File: config.mk
export PLATFORM = sky130hd
export DESIGN_NAME = arbitro_rodada
export DESIGN_NICKNAME = d
export VERILOG_FILES = /design/src/rtl/jogo_pkg.sv /design/src/rtl/sincroniza_borda.sv /design/src/rtl/arbitro_rodada.sv
export SDC_FILE = /design/constraint.sdc
export NUM_CORES = 1
export LEC_CHECK = 0
export BUFFER_PORTS_ARGS = -buffer_cell sky130_fd_sc_hd__buf_2
export CORE_MARGIN = 4
export CORE_UTILIZATION = 56
export CTS_CLUSTER_DIAMETER = 30
export CTS_CLUSTER_SIZE = 20
export DETAILED_ROUTE_END_ITERATION = 12
export PLACE_DENSITY = 0.76
export SLEW_MARGIN = 20
export SYNTH_ARGS = -nofsm -noshare
export SYNTH_HDL_FRONTEND = slang
export SYNTH_HIERARCHICAL = 1
export SYNTH_SLANG_ARGS = --single-unit
File: constraint.sdc
create_clock -name clock -period 2.6 [get_ports clock]
set_clock_uncertainty 0.05 [all_clocks]
set_input_delay 0.39 -clock clock [delete_from_list [all_inputs] [get_ports clock]]
set_output_delay 0.39 -clock clock [all_outputs]
set_load 0.01 [all_outputs]
File: src/rtl/jogo_pkg.sv
// Shared definitions for the reaction-duel game: referee state set, match length
// default and the LFSR constants also used by the scoring block.
package jogo_pkg;

   typedef enum logic [2:0] {
      IDLE   = 3'd0,
      ARMED  = 3'd1,
      GO     = 3'd2,
      RESULT = 3'd3,
      DONE   = 3'd4
   } estado_t;

   localparam int unsigned WIN_LIMIT_DEF = 8;

   localparam logic [15:0] LFSR_SEED = 16'hACE1;
   // Galois form of x^16 + x^14 + x^13 + x^11 + 1
   localparam logic [15:0] LFSR_TAPS = 16'hB400;

   function automatic logic [15:0] lfsr_step(input logic [15:0] v);
      return {1'b0, v[15:1]} ^ (v[0] ? LFSR_TAPS : 16'h0000);
   endfunction

endpackage

File: src/rtl/sincroniza_borda.sv
// Brings one raw push-button into the clock domain and emits a one-cycle pulse
// on its rising edge, three clocks after the pin rises.
module sincroniza_borda (
   input  logic clk_i,
   input  logic rst_i,
   input  logic pino_i,
   output logic borda_o
);

   // [0],[1] synchronizer stages, [2] previous synchronized level
   logic [2:0] sinc_q;
   logic       borda_q;

   always_ff @(posedge clk_i or posedge rst_i) begin
      if (rst_i) begin
         sinc_q  <= 3'b000;
         borda_q <= 1'b0;
      end else begin
         sinc_q  <= {sinc_q[1:0], pino_i};
         borda_q <= sinc_q[1] & ~sinc_q[2];
      end
   end

   assign borda_o = borda_q;

endmodule

File: src/rtl/arbitro_rodada.sv
// Reaction-duel round referee: arms a round, lights go_led after a random delay,
// awards the first button edge and emits p1vic/p2vic pulses to the scoring block.
// Optional macro FALSE_START_PENALTY_EN: a press while ARMED ends the round as a false start.
module arbitro_rodada
   import jogo_pkg::*;
#(
   parameter logic [31:0] DELAY_BASE = 32'd50_000_000,
   parameter logic [31:0] DELAY_MASK = 32'h3FF_FFFF,
   parameter logic [31:0] TIMEOUT    = 32'd100_000_000,
   parameter logic [31:0] COOLDOWN   = 32'd25_000_000,
   parameter int unsigned WIN_LIMIT  = WIN_LIMIT_DEF
) (
   input  logic clock,
   input  logic reset,
   input  logic start,
   input  logic btn_p1,
   input  logic btn_p2,
   output logic p1vic,
   output logic p2vic,
   output logic go_led,
   output logic round_active,
   output logic falta,
   output logic match_over
);

   localparam int WW = $clog2(WIN_LIMIT + 1);
   localparam logic [WW-1:0] WL = WW'(WIN_LIMIT);

   estado_t       est_q, est_d;
   logic [31:0]   cnt_q, cnt_d;
   logic [15:0]   lfsr_q;
   logic [WW-1:0] vit1_q, vit1_d, vit2_q, vit2_d;
   logic          p1vic_q, p1vic_d, p2vic_q, p2vic_d;
   logic          borda1, borda2;
   logic [31:0]   atraso;
   logic          fim_jogo;
`ifdef FALSE_START_PENALTY_EN
   logic          falta_q, falta_d;
`endif

   sincroniza_borda u_sinc_p1 (
      .clk_i   (clock),
      .rst_i   (reset),
      .pino_i  (btn_p1),
      .borda_o (borda1)
   );

   sincroniza_borda u_sinc_p2 (
      .clk_i   (clock),
      .rst_i   (reset),
      .pino_i  (btn_p2),
      .borda_o (borda2)
   );

   assign atraso   = DELAY_BASE + ({16'b0, lfsr_q} & DELAY_MASK);
   assign fim_jogo = (vit1_q == WL) || (vit2_q == WL);

   always_comb begin
      est_d   = est_q;
      cnt_d   = cnt_q;
      vit1_d  = vit1_q;
      vit2_d  = vit2_q;
      p1vic_d = 1'b0;
      p2vic_d = 1'b0;
`ifdef FALSE_START_PENALTY_EN
      falta_d = falta_q;
`endif
      case (est_q)
         IDLE: begin
            if (start) begin
               est_d = ARMED;
               cnt_d = atraso;
            end
         end
         ARMED: begin
`ifdef FALSE_START_PENALTY_EN
            // False start: the player who did not jump the gun takes the point
            if (borda1 || borda2) begin
               est_d   = RESULT;
               cnt_d   = COOLDOWN - 32'd1;
               falta_d = 1'b1;
               p1vic_d = borda2 & ~borda1;
               p2vic_d = borda1 & ~borda2;
            end else
`endif
            if (cnt_q == 32'd0) begin
               est_d = GO;
               cnt_d = TIMEOUT - 32'd1;
            end else begin
               cnt_d = cnt_q - 32'd1;
            end
         end
         GO: begin
            if (borda1 || borda2 || cnt_q == 32'd0) begin
               est_d   = RESULT;
               cnt_d   = COOLDOWN - 32'd1;
               p1vic_d = borda1 & ~borda2;
               p2vic_d = borda2 & ~borda1;
            end else begin
               cnt_d = cnt_q - 32'd1;
            end
         end
         RESULT: begin
            if (cnt_q == 32'd0) begin
`ifdef FALSE_START_PENALTY_EN
               falta_d = 1'b0;
`endif
               if (fim_jogo) begin
                  est_d = DONE;
               end else begin
                  est_d = ARMED;
                  cnt_d = atraso;
               end
            end else begin
               cnt_d = cnt_q - 32'd1;
            end
         end
         DONE: begin
            est_d = DONE;
         end
         default: begin
            est_d = IDLE;
         end
      endcase
      if (p1vic_d) vit1_d = vit1_q + WW'(1);
      if (p2vic_d) vit2_d = vit2_q + WW'(1);
   end

   always_ff @(posedge clock or posedge reset) begin
      if (reset) begin
         est_q   <= IDLE;
         cnt_q   <= 32'd0;
         lfsr_q  <= LFSR_SEED;
         vit1_q  <= '0;
         vit2_q  <= '0;
         p1vic_q <= 1'b0;
         p2vic_q <= 1'b0;
`ifdef FALSE_START_PENALTY_EN
         falta_q <= 1'b0;
`endif
      end else begin
         est_q   <= est_d;
         cnt_q   <= cnt_d;
         lfsr_q  <= lfsr_step(lfsr_q);
         vit1_q  <= vit1_d;
         vit2_q  <= vit2_d;
         p1vic_q <= p1vic_d;
         p2vic_q <= p2vic_d;
`ifdef FALSE_START_PENALTY_EN
         falta_q <= falta_d;
`endif
      end
   end

   assign p1vic        = p1vic_q;
   assign p2vic        = p2vic_q;
   assign go_led       = (est_q == GO);
   assign round_active = (est_q == ARMED) || (est_q == GO);
   assign match_over   = (est_q == DONE);
`ifdef FALSE_START_PENALTY_EN
   assign falta        = falta_q && (est_q == RESULT);
`else
   assign falta        = 1'b0;
`endif

endmodule

# --- Yosys cells after proc, flatten, opt, wreduce, memory -nomap -nowiden ---
# Cells that the tools add are included.
word_totals:
  regBits: 69
  input_bits: 5
  output_inout_bits: 6
op_classes:
  add_sub_neg: 4
  eq_ne: 11
  muxes: 17
  bitwise: 9
  n_reduce_logical: 9
op_table:
  columns: ["op", "n"]
  rows:
  - ["two-way mux 32 bit", 5]
  - ["case mux 32 bit (4 select lines)", 1]
  - ["logical NOT 32 bit", 1]
  - ["subtractor 32 x 1 -> 32 bit, second input constant", 1]
  - ["adder 26 x 16 -> 27 bit, first input constant", 1]
  - ["two-way mux 16 bit", 1]
  - ["bitwise XOR 15 x 16 -> 16 bit", 1]
  - ["two-way mux 3 bit", 5]
  - ["case mux 3 bit (5 select lines)", 1]
  - ["adder 4 x 1 -> 4 bit, second input constant", 2]
  - ["equality test 4 bit, second input constant", 2]
  - ["equality test 3 x 2 -> 1 bit, second input constant", 2]
  - ["inequality test 2 bit, second input constant", 3]
  - ["bitwise AND 1 bit", 4]
  - ["logical OR 1 bit", 4]
  - ["two-way mux 1 bit", 4]
  - ["inverter 1 bit", 4]
  - ["AND reduction 4 bit", 1]
  - ["nonzero test 4 bit", 1]
  - ["equality test 3 x 1 -> 1 bit, second input constant", 1]
  - ["equality test 3 bit, second input constant", 1]
  - ["logical NOT 3 bit", 1]
  - ["inequality test 3 bit, second input constant", 1]
  - ["AND reduction 3 bit", 1]
  - ["inequality test 2 x 1 -> 1 bit, second input constant", 1]

# --- Longest topological paths before layout ---
logic_depth:
  depth_word: 5
  mapped_depth: 10

# --- Cells and area by module ---
# The synthesis kept the hierarchy.
by_module_without_submodules:
  columns: ["module", "n_inst", "cells_per_inst", "area_per_inst_um2", "seq_area_each_um2"]
  rows:
  - ["arbitro_rodada", 1, 371, 3377.0, 1536.5]
  - ["sincroniza_borda", 2, 6, 117.6, 100.1]

# --- Worst setup path before layout ---
# No wires, ideal clock.
synth_timing:
  path_type: "reg2reg"
  startpoint: "register cnt_q[0]"
  endpoint: "register cnt_q[8]"
  setup_time_ns: 0.126
  t_arrival_ns: 2.584
  required_ns: 2.424
  path_slack_ns: -0.160
  stages_incl_launch_ff: 9
  path_buffers: 0
  period_less_slack_ns: 2.760
  cell_sequence: "dfrtp_1 inv_1 ha_1 nor3b_1 nand4_1 nor4_1 a211o_1 nor2_1 a221o_1"
synth_via:
  elab_chain_len: 4
  elab_cells_between_ends: 9
  classes_between: "add/sub (1); eq/ne (1); mux (4); reduce/logical (3)"
synth_lines:
  columns: ["element", "line_no", "source"]
  rows:
  - ["start, declared", "arbitro_rodada.sv:30", "logic [31:0] cnt_q, cnt_d;"]
  - ["start signal, assigned", "arbitro_rodada.sv:143", "cnt_q <= cnt_d;"]
  - ["parallel branches: the longest is 4 deep, another holds subtractor 32 x 1 -> 32 bit", null, null]
# Parallel ways; which one is timed is not known.
# A chain may end at the register's enable or synchronous reset.

# --- Worst setup path in the final report ---
layout_timing:
  startpoint: "register cnt_q[13]"
  endpoint: "register cnt_q[0]"
layout_via:
  elab_chain_len: 4
  elab_cells_between_ends: 8
  classes_between: "eq/ne (1); mux (4); reduce/logical (3)"
layout_lines:
  columns: ["element", "line_no", "source"]
  rows:
  - ["logical NOT 32 bit *", "arbitro_rodada.sv:86, arbitro_rodada.sv:94, arbitro_rodada.sv:104", null]
  - ["logical OR 1 bit", "arbitro_rodada.sv:94", "if (borda1 || borda2 || cnt_q == 32'd0) begin"]
  - ["two-way mux 32 bit", "arbitro_rodada.sv:94", null]
  - ["case mux 32 bit (4 select lines)", "arbitro_rodada.sv:68", "case (est_q)"]
# Mark *: on every way between the ends. The rest lies on a longest branch, timed or not.

==> out/summary.txt <==
Status -> completed
Avg Cell Area, Syn -> 9.431 um^2
Fin. Hold Viols -> 0
Slew HR -> 59.56%
Final WS setup -> 0.05335 ns
Largest net degree at the start of global routing -> 36
Final period util -> 97.95%
Fill cells -> 477
Routed WL -> 9225 um
Sequential area share after synthesis -> 48.08%
Synth Area in Simple Gates -> 19.09%
CTS clk-pin slew, worst paths -> 0.08 ns
CTS buffer count -> 9
Slew @ Worst Pin -> 0.6058 ns
Crit Path Class -> reg -> reg
Area after DPL -> 3996 um^2
Die height -> 88.32 um
GR met1 Demand/Resource -> 36.80%
Tot GR Track Use -> 25.77%
Std cell rows -> 28
PD cells -> 536.4 nW/um^2
First-pass GRT wire length -> 15270 um
Final min period -> 2.547 ns
Final core utilization -> 70.03%
Vias in the first global route -> 3005
Clock network fraction of design power -> 38.7%
Clock tree buffer depth -> 2
Complex-gate fraction of the synthesized area -> 21.27%
Post-Syn Instances -> 383
Grt met2 use -> 38.14%
FF+latch count, synth -> 69
CP Data Required Time -> 2.76 ns
Largest delay contributor family on the critical path -> simple AND/OR/NAND/NOR gates
Drt first pass iters -> 5
Synth Area in XOR/XNOR -> 5.334%
Maxcap violations -> 0
GPL Wtd Cong -> 0.9964
Switching Power -> 587.9 uW
Post-Synth Adder-Cell Area -> 2.078%
# DRC -> 0
Hold_ws -> 0.09873 ns
Mux cell area share after synthesis -> 0%
Largest family of logic cells by synthesized area -> compound AO/OA/AOI/OAI gates
Post-synth EDFFs -> 0
DR vias/cell -> 6.348
Hpwl dp -> 6572 um
Post-route non-filler standard cell count -> 509
Cell internal pwr -> 1.702 mW
Total power -> 2.290 mW
Antenna violations before repair -> 0
Most used cell, CP -> buf_4
Die X -> 88.32 um
Clock Sink Count -> 69
Distinct cells, synth -> 58
Dpl cells -> 491
CTS root buffer -> clkbuf_8
Area grow syn2layout -> 18.18%
Final setup violation count -> 0
Core outline area -> 6096 um^2
Unrepaired setup endpoints after global routing -> yes
Post-Layout Inst Area -> 4269 um^2
Power share of the sequential group -> 52.9%
Share of layout cells above drive strength 1 -> 22.35%
Hold Path Class -> in -> reg
Combinational share of power -> 8.4%
DR iter-0 viols -> 431
Final TNS setup -> 0 ns
Initial Util -> 59.26%
Post-synthesis cell area -> 3612 um^2
Total number of vias -> 3231
Max Transition Viols Final -> 0
WL/cell -> 18.12 um
Die Area -> 7800 um^2
CTS tree -> done
Num ports -> 11
CP bufs+invs -> 3
GRT busiest layer -> met2
Async S/R FF share, synth -> 100.0%
Port Buffer Count -> 9
Max Freq -> 392.7 MHz
Worst path arrival time -> 2.70 ns
M3 GR Usage -> 5.028%
Worst setup EP type -> flop
Antenna viol nets, final -> 0
Leakage power -> 1.866 nW
Number of nets in the layout -> 440
CP max stage cell -> dfrtp_1
Diodes inserted -> 0
Sw frac -> 25.67%
Worst VDD drop -> 0.5027 mV
CP Cell Sequence -> nor4_1 -> buf_4 -> nand2_1 -> nor4_2 -> buf_4 -> a211oi_2 -> buf_4 -> a211oi_1 -> a31oi_1
Worst skew pair latency -> 0.35 ns
GRT Residual Overflow -> 0
Slowest Stage Delay on Critical Path -> 0.49 ns
Synthesized Nets -> 394
Top FF cell, synth -> dfrtp_1
Warnings from Yosys -> 6
CP max FO -> 21
Startpoint Class -> flop
H-tree Lvls -> 3
Place WS -> 0.04251 ns
-- sequential cells by signal, indices dropped and copies added, names as in the netlist --
name and count:
cnt_q 32, est_q 3, lfsr_q 16, p1vic 1, p2vic 1, u_sinc_p1/borda_o 1, u_sinc_p1/sinc_q 3, u_sinc_p2/borda_o 1
u_sinc_p2/sinc_q 3, vit1_q 4, vit2_q 4
-- path summary, 6_finish.rpt --
path / cells past startpoint / slack, ns / endpoint / startpoint
setup / recovery: 9 / 0.05 / cnt_q[0] / cnt_q[13]
hold / removal: 1 / 0.1 / u_sinc_p1/sinc_q[0] / btn_p1
setup reg to reg: 9 / 0.05 / cnt_q[0] / cnt_q[13]
hold reg to reg: 0 / 0.31 / u_sinc_p2/sinc_q[1] / u_sinc_p2/sinc_q[0]
max in group asynchronous: 4 / 1.22 / lfsr_q[15] / reset
min in group asynchronous: 3 / 0.43 / u_sinc_p1/sinc_q[1] / reset
-- synthesized netlist by cell type, drive strengths merged (4+ instances only) --
library cell | count | area share, %
nor2 | 36 | 3.7
o41ai | 5 | 1.2
o21ai | 41 | 5.8
dfrtp | 61 | 42
nor4 | 12 | 2.1
dfstp | 8 | 5.8
o22a | 4 | 0.97
clkbuf | 10 | 1.0
ha | 6 | 2.1
xor2 | 9 | 2.2
xnor2 | 13 | 3.2
nand3 | 11 | 1.5
nand2 | 32 | 3.3
nor3 | 10 | 1.4
inv | 15 | 1.6
a221o | 4 | 1.1
a31oi | 7 | 1.2
buf | 7 | 1.5
a21oi | 25 | 3.5
nand4 | 7 | 1.2
a21o | 4 | 0.87
o31ai | 4 | 0.83
-- what timing repair did --
action | CTS | global route
endpoints found under the setup margin | 0 | 30
endpoints found under the hold margin | 8 | 0
gates resized for setup | 0 | 14
setup buffers | 0 | 1
hold buffers | 1 | 0
-- final cells by class --
class                      instances  area, um^2  share of cell area, %
clock buffer                      11       141.4                  3.312
clock inverter                     5       60.06                  1.407
inverter                          15       56.30                  1.319
multi-input combinational        282        1794                  42.03
sequential                        69        1737                  40.68
tap                               75       93.84                  2.198
timing repair buffer              52       386.6                  9.056
-- power by group through the flow --
stage / sequential, mW / clock [mW] / combinational [mW]
detailed placement: 1.23 / 0 / 0.188
global route: 1.23 / 0.955 / 0.222
floorplan: 1.22 / 0 / 0.119
CTS: 1.21 / 0.897 / 0.190
global placement: 1.23 / 0 / 0.185
finish: 1.21 / 0.886 / 0.192
-- routing by layer --
metal / share of wire (%) / wire length, um
met1: 45 / 4118
met2: 44 / 4100
met3: 7.9 / 726
met4: 3.0 / 280
met5: 0 / 0
-- cells in the final DEF, fill, tap and decap left out, drive strengths merged, types with 4 or more instances in the layout --
cell type,count
a21o,4
a21oi,25
a221o,4
a31oi,7
buf,51
clkbuf,11
dfrtp,61
dfstp,8
ha,6
inv,15
nand2,32
nand3,11
nand4,7
nor2,36
nor3,10
nor4,12
o21ai,41
o22a,4
o31ai,4
o41ai,5
xnor2,13
xor2,9
-- cells by family after synthesis --
logic type | count (synthesis)
xor+xnor | 22
fa+ha+maj | 6
other cells | 1
buf+inv | 32
simple gates | 133
compound gates | 120
flops | 69
-- worst reg2reg max path: stages (launching register included) --
cell and delay (ns):
dfrtp_1 0.49, nor4_1 0.33, buf_4 0.19, nand2_1 0.09
nor4_2 0.42, buf_4 0.19, a211oi_2 0.06, buf_4 0.24
a211oi_1 0.29, a31oi_1 0.07
Note: power is estimated with default switching activity, not from simulation.
